<file path="src/rtl/seg7_scan.sv">
// Four-digit common-anode seven-segment scanner driven by a synchronised 1 kHz scan strobe.
// Optional leading-zero blanking is compiled in when SEG7_LEADING_ZERO_BLANK_EN is defined.
module seg7_scan #(
    parameter int SYNC_STAGES = 2
) (
    input  logic        clk_in,
    input  logic        rst,
    input  logic        clk_1khz,
    input  logic        en,
    input  logic [15:0] digits,
    input  logic [3:0]  dp_in,
    output logic [3:0]  an,
    output logic [6:0]  seg,
    output logic        dp,
    output logic        scan_wrap
);

    logic [SYNC_STAGES-1:0] sync_reg;
    logic                   hist_reg;
    logic                   tick;

    logic [1:0]  idx_reg;
    logic [1:0]  idx_next;
    logic [15:0] frame_reg;
    logic [15:0] frame_next;
    logic [3:0]  dpl_reg;
    logic [3:0]  dpl_next;
    logic        wrap_next;

    logic [3:0]  nib [4];
    logic [3:0]  lz_blank;

    logic [3:0]  an_next;
    logic [6:0]  seg_next;
    logic        dp_next;

    function automatic logic [6:0] hex_to_seg(input logic [3:0] h);
        logic [6:0] s;
        case (h)
            4'h0: s = 7'h40;
            4'h1: s = 7'h79;
            4'h2: s = 7'h24;
            4'h3: s = 7'h30;
            4'h4: s = 7'h19;
            4'h5: s = 7'h12;
            4'h6: s = 7'h02;
            4'h7: s = 7'h78;
            4'h8: s = 7'h00;
            4'h9: s = 7'h10;
            4'hA: s = 7'h08;
            4'hB: s = 7'h03;
            4'hC: s = 7'h46;
            4'hD: s = 7'h21;
            4'hE: s = 7'h06;
            default: s = 7'h0E;
        endcase
        return s;
    endfunction

    // clk_1khz is asynchronous: shift it through the chain, then keep one history bit for rise detect.
    always_ff @(posedge clk_in or negedge rst) begin
        if (!rst) begin
            sync_reg <= '0;
            hist_reg <= 1'b0;
        end else begin
            sync_reg <= {sync_reg[SYNC_STAGES-2:0], clk_1khz};
            hist_reg <= sync_reg[SYNC_STAGES-1];
        end
    end

    assign tick = sync_reg[SYNC_STAGES-1] & ~hist_reg;

    always_comb begin
        idx_next   = tick ? idx_reg + 2'd1 : idx_reg;
        wrap_next  = tick && (idx_next == 2'd0);
        frame_next = wrap_next ? digits : frame_reg;
        dpl_next   = wrap_next ? dp_in : dpl_reg;
    end

    genvar gi;
    generate
        for (gi = 0; gi < 4; gi++) begin : g_nib
            assign nib[gi] = frame_next[gi*4 +: 4];
`ifdef SEG7_LEADING_ZERO_BLANK_EN
            // A digit is blank when it and every more-significant digit of the latched frame is zero.
            if (gi == 0) begin : g_keep
                assign lz_blank[gi] = 1'b0;
            end else begin : g_lz
                assign lz_blank[gi] = (frame_next[15:gi*4] == '0);
            end
`else
            assign lz_blank[gi] = 1'b0;
`endif
        end
    endgenerate

    always_comb begin
        an_next  = 4'b1111;
        seg_next = 7'h7F;
        dp_next  = 1'b1;
        if (en && !lz_blank[idx_next]) begin
            an_next  = ~(4'b0001 << idx_next);
            seg_next = hex_to_seg(nib[idx_next]);
            dp_next  = ~dpl_next[idx_next];
        end
    end

    always_ff @(posedge clk_in or negedge rst) begin
        if (!rst) begin
            idx_reg   <= 2'd3;
            frame_reg <= '0;
            dpl_reg   <= '0;
            an        <= 4'b1111;
            seg       <= 7'h7F;
            dp        <= 1'b1;
            scan_wrap <= 1'b0;
        end else begin
            idx_reg   <= idx_next;
            frame_reg <= frame_next;
            dpl_reg   <= dpl_next;
            an        <= an_next;
            seg       <= seg_next;
            dp        <= dp_next;
            scan_wrap <= wrap_next;
        end
    end

endmodule
</file>
<file path="config.mk">
export PLATFORM = sky130hd
export DESIGN_NAME = seg7_scan
export DESIGN_NICKNAME = d
export VERILOG_FILES = /design/src/rtl/seg7_scan.sv
export SDC_FILE = /design/constraint.sdc
export NUM_CORES = 1
export LEC_CHECK = 0
export CAP_MARGIN = 20
export CORE_ASPECT_RATIO = 0.6
export CORE_MARGIN = 2
export CORE_UTILIZATION = 51
export CTS_CLUSTER_DIAMETER = 150
export CTS_CLUSTER_SIZE = 25
export DETAILED_ROUTE_END_ITERATION = 8
export GPL_TIMING_DRIVEN = 0
export MAX_ROUTING_LAYER = met4
export PLACE_DENSITY = 0.79
export SLEW_MARGIN = 40
export SYNTH_ARGS = -nofsm -noshare
export SYNTH_HDL_FRONTEND = slang
export SYNTH_SLANG_ARGS = --single-unit
</file>
<file path="constraint.sdc">
create_clock -name clk_in -period 2.98 [get_ports clk_in]
set_input_delay 0.596 -clock clk_in [delete_from_list [all_inputs] [get_ports clk_in]]
set_output_delay 0.596 -clock clk_in [all_outputs]
set_load 0.02 [all_outputs]
</file>
==> flow_summary.yaml, run 1 <==
layout:
  largest_register_ffs: 16
  layout.filler_cells: 256
  regArea_um2: 968
  area_delta_synth_final_pct: 27.1
  num-nets-final: 224
  layout.cells.non_filler: 242
  final_cell_mix: "clkdlybuf4s50_1, mux2_2, dfrtp_1"
  drive_above_1_share_pct: 31.8
  multi_input_area_um2: 880
  final_common_cell: "clkdlybuf4s50_1"
  diodes: 0
clock_network:
  tritoncts: "built"
  cts_sinks: 38
  cts-root-buf: "clkbuf_8"
  cts.repair.resized: 0
  insertion_delay_ps: 300
  cts.clk_slew.worst_paths_ps: 70
  numCtsBuffers: 5
  post_cts_buffers: 0
  clockBufferDepth: 2
  htreeDepth: 2
  hold_buffers: 0
sta:
  worst_pin_slew_ps: 552
  drv_slew: 0
  min_period_ps: 2520
  setup_viol: 0
  final.setup_skew_ps: 4.83
  finalHoldViolCount: 0
  relSlewSlack_pct: 63.2
  rsz0062_at_grt: "false"
  setup_ws_ps: 463
  max_freq_mhz: 397
  finalSetupTns_ps: 0
  min_period_over_period_pct: 84.5
yosys:
  ys_warn_count: 0
  synth_area_um2: 1930
  synthArstFlopShare_pct: 100
  ys_seq_elements: 38
  synthCells: 151
  syn_nets: 181
  synth_cell_types: 37
  synth_edf_count: 0
  synth_ff_type: "dfrtp_1"
  avgSynthCellArea_um2: 12.8
  yosysSeqAreaShare_pct: 50.2
critical_path:
  cpPeakStageDelay_ps: 580
  critPathBufInv: 2
  cp_common_cell: "mux2i_1"
  critPathSlowestCell: "dfstp_2"
  path_cells: "buf_2 -> mux2i_1 -> o21ai_1 -> a221oi_1 -> buf_4 -> mux2_2 -> mux2i_1 -> nand2_1"
  required_ps: 3180
  r2r_start: "idx_reg[0]"
  critical_path_class: "flip-flop to flip-flop"
  startpoint: "idx_reg[0]"
  startpoint_type: "flip-flop"
  cpLargestDelayFamily: "multiplexers"
  arrival_ps: 2720
  rrSetupSlack_ps: 460
  end_kind: "flip-flop"
  worstPathMaxFanout: 10
placed_design:
  port-buffer-count: 35
  post-place-ws_ps: 169
  placed_cells: 234
  dpl.hpwl_mm: 2.87
  gp_congestion: 0.852
job:
  maxCapViolCount: 0
global_routing:
  grt_usage_pct: 20.8
  grt_pass1_wl_mm: 6.47
  antenna_found_initial: 0
  grt_max_degree: 21
  grt_pass1_vias: 1336
  grt-ovfl-total: 0
routing:
  wl_mm: 3.80
  drt_first_pass_iters: 4
  routedWlPerCell_um: 15.7
  vias_per_cell: 5.50
  vias: 1330
  ant_nets: 0
  drcViolationCount: 0
  drtIter0Drc: 98
floorplanning:
  start_util_pct: 53.0
  dieArea_um2: 4300
  fp.dieW_um: 83.4
  die_h_um: 51.6
  core-area_um2: 3640
  ios: 37
  rows: 17
power_and_ir_drop:
  power_density_nw_per_um2: 1120
  max-vdd-ir-drop_uv: 631
  leakage_nw: 1.03
  p_total_mw: 2.75
min_path:
  hold_path_class: "input port to async pin"
outcome:
  status: "finished, final reports clean"
## worst reg2reg max path, delay by kind of cell (launching register included)
family / cells / cell delay, ps
AOI/OAI and AO/OA: 2 / 530
buffers and inverters: 2 / 530
DFF: 1 / 580
muxes: 3 / 700
and+or+nand+nor: 1 / 80
## area by class of cell
cell class / count / share of cell area (%)
Multi-Input combinational cell: 98 / 35.9
Inverter: 6 / 0.919
Clock buffer: 7 / 3.52
Buffer: 9 / 2.35
Sequential cell: 38 / 39.5
Clock inverter: 1 / 0.204
Timing Repair Buffer: 36 / 15.2
Tap cell: 47 / 2.40
## cells by family after synthesis
family / Yosys count / synth area share, %
muxes: 39 / 23.5
DFF: 38 / 50.2
AOI/OAI and AO/OA: 23 / 8.76
xor gates and xnor gates: 2 / 0.909
buffers and inverters: 15 / 4.15
adders and majority gates: 6 / 3.89
and+or+nand+nor: 28 / 8.57
## routing by layer
layer | global-route usage (%) | wire (µm)
met1 | 27.1 | 1850
met3 | 8.73 | 211
met2 | 30.2 | 1710
met4 | 5.19 | 29
met5 | - | 0
## through the flow
step	hold slack [ps]	utilization, %	cell area (µm²)
6_report	251	67.4	2450
5_1_grt	260	67.4	2450
4_1_cts	252	67.4	2450
3_5_place_dp	336	64.9	2360
3_3_place_gp	335	64.3	2340
2_1_floorplan	300	-	1930
## path summary, 6_finish.rpt
check                                to  cells past startpoint
max in group asynchronous            dp                      2
hold / removal             frame_reg[3]                      1
setup reg to reg                 seg[3]                      8
min in group clk_in         sync_reg[1]                      0
setup / recovery                 seg[3]                      8
hold reg to reg             sync_reg[1]                      0
## power breakdown
part | switching, mW | internal, mW | total (mW)
Clock | 0.177 | 0.186 | 0.364
Sequential | 0.136 | 0.803 | 0.939
Combinational | 0.723 | 0.719 | 1.44
## cells in the mapped netlist (3+ instances only)
master,instances,area share [%]
mux2_2,26,15
dfrtp_1,24,31
dfstp_2,14,19
mux2i_1,10,5.2
nand2_1,7,1.4
ha_1,6,3.9
inv_1,6,1.2
a21oi_1,4,1.0
buf_1,4,0.78
nand2b_1,4,1.3
nand3_1,4,1.0
nor2_1,4,0.78
o221ai_1,3,1.4
o22ai_1,3,0.97
No activity file was read; power rests on OpenSTA's default activity.
==> run 2, diff against run 1 <==
--- a/config.mk
+++ b/config.mk
@@ -8,13 +8,13 @@
 export CAP_MARGIN = 20
 export CORE_ASPECT_RATIO = 0.6
 export CORE_MARGIN = 2
-export CORE_UTILIZATION = 51
+export CORE_UTILIZATION = 46
 export CTS_CLUSTER_DIAMETER = 150
 export CTS_CLUSTER_SIZE = 25
 export DETAILED_ROUTE_END_ITERATION = 8
 export GPL_TIMING_DRIVEN = 0
 export MAX_ROUTING_LAYER = met4
-export PLACE_DENSITY = 0.79
+export PLACE_DENSITY = 0.75
 export SLEW_MARGIN = 40
 export SYNTH_ARGS = -nofsm -noshare
 export SYNTH_HDL_FRONTEND = slang
==> constraint.sdc (replaced) <==
create_clock -name clk_in -period 2.2 [get_ports clk_in]
set_input_delay 0.44 -clock clk_in [delete_from_list [all_inputs] [get_ports clk_in]]
set_output_delay 0.44 -clock clk_in [all_outputs]
set_load 0.02 [all_outputs]
==> run 2 against run 1 <==
The run now ends with negative setup slack left. Hold slack got worse by 160 ps. Sequential share of layout area decreased by 2.3 points. Flip-flop and latch count unchanged. Via count increased by 4.0%. Total power increased by 51%. Worst setup slack got worse by 630 ps. Die area increased by 10%. Non-clock buffer count increased by 8. Clock-buffer cell count unchanged. Fmax increased by 6.5%. Design area increased by 6.2%. Utilization decreased by 3.5 points. Largest cell class unchanged. Largest power group unchanged. Highest routed layer unchanged.
==> flow_summary.yaml, run 2 (synthesis gave the netlist of run 1 again) <==
outcome:
  status: "complete, but fails checks"
  violations: "negative setup slack"
sta:
  min_period_over_period_pct: 107
  setup_ws_ps: -164
  min_period_ps: 2360
  relSlewSlack_pct: 65.1
  rsz0062_at_grt: "true"
  worst_pin_slew_ps: 523
  finalHoldViolCount: 0
  max_freq_mhz: 423
  final.setup_skew_ps: 6.93
  whs_ps: 92.4
  setup_viol: 7
  drv_slew: 0
floorplanning:
  rows: 18
  core-area_um2: 4080
  die_h_um: 54.2
  ios: 37
  dieArea_um2: 4740
  fp.dieW_um: 87.6
  start_util_pct: 47.3
power_and_ir_drop:
  power_density_nw_per_um2: 1590
  switching_share_pct: 38.6
  leakage_nw: 1.08
  max-vdd-ir-drop_uv: 645
  pwr-share-clk_pct: 12.3
  combPwrFrac_pct: 56.6
  p_int_mw: 2.54
  p_seq_share_pct: 31.1
  p_total_mw: 4.14
  p_sw_mw: 1.60
layout:
  layout.filler_cells: 297
  multi_input_area_um2: 937
  final_common_cell: "clkdlybuf4s50_1"
  largest_register_ffs: 16
  regArea_um2: 970
  num-nets-final: 232
  area_delta_synth_final_pct: 35.0
  final_cell_mix: "clkdlybuf4s50_1, mux2_2, dfrtp_1"
  diodes: 0
  drive_above_1_share_pct: 39.4
placed_design:
  dpl.hpwl_mm: 3.06
  gp_congestion: 0.838
  port-buffer-count: 35
critical_path:
  r2r_start: "hist_reg"
  path_cells: "and2b_4 -> mux2_4 -> mux4_2 -> ha_4 -> mux2_2 -> mux2i_1 -> nand2_1"
  r2r_end: "seg[3]"
  reg2reg_depth: 7
  worstPathMaxFanout: 5
  critPathSlowestCell: "mux4_2"
  startpoint_type: "flip-flop"
  end_kind: "flip-flop"
  rrSetupSlack_ps: -160
  startpoint: "hist_reg"
  critical_path_class: "flip-flop to flip-flop"
  crit_end: "seg[3]"
  cpPeakStageDelay_ps: 590
  required_ps: 2390
  arrival_ps: 2560
routing:
  ant_nets: 0
  drt_first_pass_iters: 4
  drcViolationCount: 0
  drtIter0Drc: 47
  routedWlPerCell_um: 16.2
  vias_per_cell: 5.26
  vias: 1383
  wl_mm: 4.25
clock_network:
  tritoncts: "built"
  cts_sinks: 38
  cts-root-buf: "clkbuf_8"
  numCtsBuffers: 5
  htreeDepth: 2
  clockBufferDepth: 2
  insertion_delay_ps: 290
  cts.clk_slew.worst_paths_ps: 80
  hold_buffers: 0
global_routing:
  grt_pass1_wl_mm: 6.78
  grt_pass1_vias: 1382
  grt-ovfl-total: 0
  antenna_found_initial: 0
  grt_usage_pct: 20.0
  grt_max_degree: 21
min_path:
  hold_path_class: "input port to async pin"
job:
  maxCapViolCount: 0
==> run 2: cell type report <==
cell class | count | area share (%)
well taps | 60 | 2.88
clock buffers | 7 | 3.32
flip-flops and latches | 38 | 37.3
inverters | 6 | 1.06
multi-input cells | 98 | 36.0
plain buffers | 9 | 2.64
repair buffers | 44 | 16.6
clock inverters | 1 | 0.192
==> run 2: how the worst min path moves through the flow <==
stage / to / slack, ps / from
3_5_place_dp: sync_reg[1] / 350 / sync_reg[0]
5_1_grt: frame_reg[4] / 120 / rst
2_1_floorplan: dpl_reg[0] / 140 / rst
4_1_cts: frame_reg[8] / 100 / rst
3_3_place_gp: sync_reg[1] / 340 / sync_reg[0]
6_report: frame_reg[8] / 90 / rst
==> run 2: metrics by stage <==
step           TNS (ps)  std cells  instance area, µm²  utilization (%)  worst slack (ps)
2_1_floorplan     -29.8        151                1930                -             -21.0
3_3_place_gp      -4190        246                2360             57.8              -413
3_5_place_dp      -2030        247                2380             58.3              -432
4_1_cts            -716        259                2560             62.7              -154
5_1_grt           -1070        263                2600             63.8              -197
6_report           -637        263                2600             63.8              -164
==> run 2: worst max-delay path, delay by kind of cell, from the launching register on <==
family                   cells  cell delay, ps
flip-flops                   1             400
adder cells (fa/ha/maj)      1             210
AND/OR/NAND/NOR              2             390
multiplexers                 4            1260
==> run 2: power by group through the flow <==
stage | Sequential, mW | Combinational (mW) | Clock, mW
2_1_floorplan | 1.35 | 1.32 | 0
3_3_place_gp | 1.26 | 1.83 | 0
3_5_place_dp | 1.30 | 1.98 | 0
4_1_cts | 1.29 | 2.20 | 0.507
5_1_grt | 1.33 | 2.56 | 0.546
6_report | 1.29 | 2.34 | 0.508
==> run 2: per-layer routing <==
| layer | wire length, µm | share of wire [%] | track usage, % | vias up |
|---|---|---|---|---|
| met3 | 227 | 5.3 | 4.60 | 2 |
| met1 | 2080 | 49 | 26.9 | 689 |
| li1 | - | - | - | 649 |
| met4 | 10 | 0.24 | 6.15 | 0 |
| met2 | 1940 | 46 | 30.6 | 43 |
| met5 | 0 | 0 | - | - |
==> run 2: what timing repair did <==
| action | CTS | global route |
|---|---|---|
| pin swaps | 6 | 5 |
| endpoints found under the setup margin | 7 | 7 |
| hold endpoints to repair | 0 | 0 |
| gates cloned | 0 | 0 |
| buffers inserted | 4 | 4 |
| gates resized for setup | 15 | 6 |
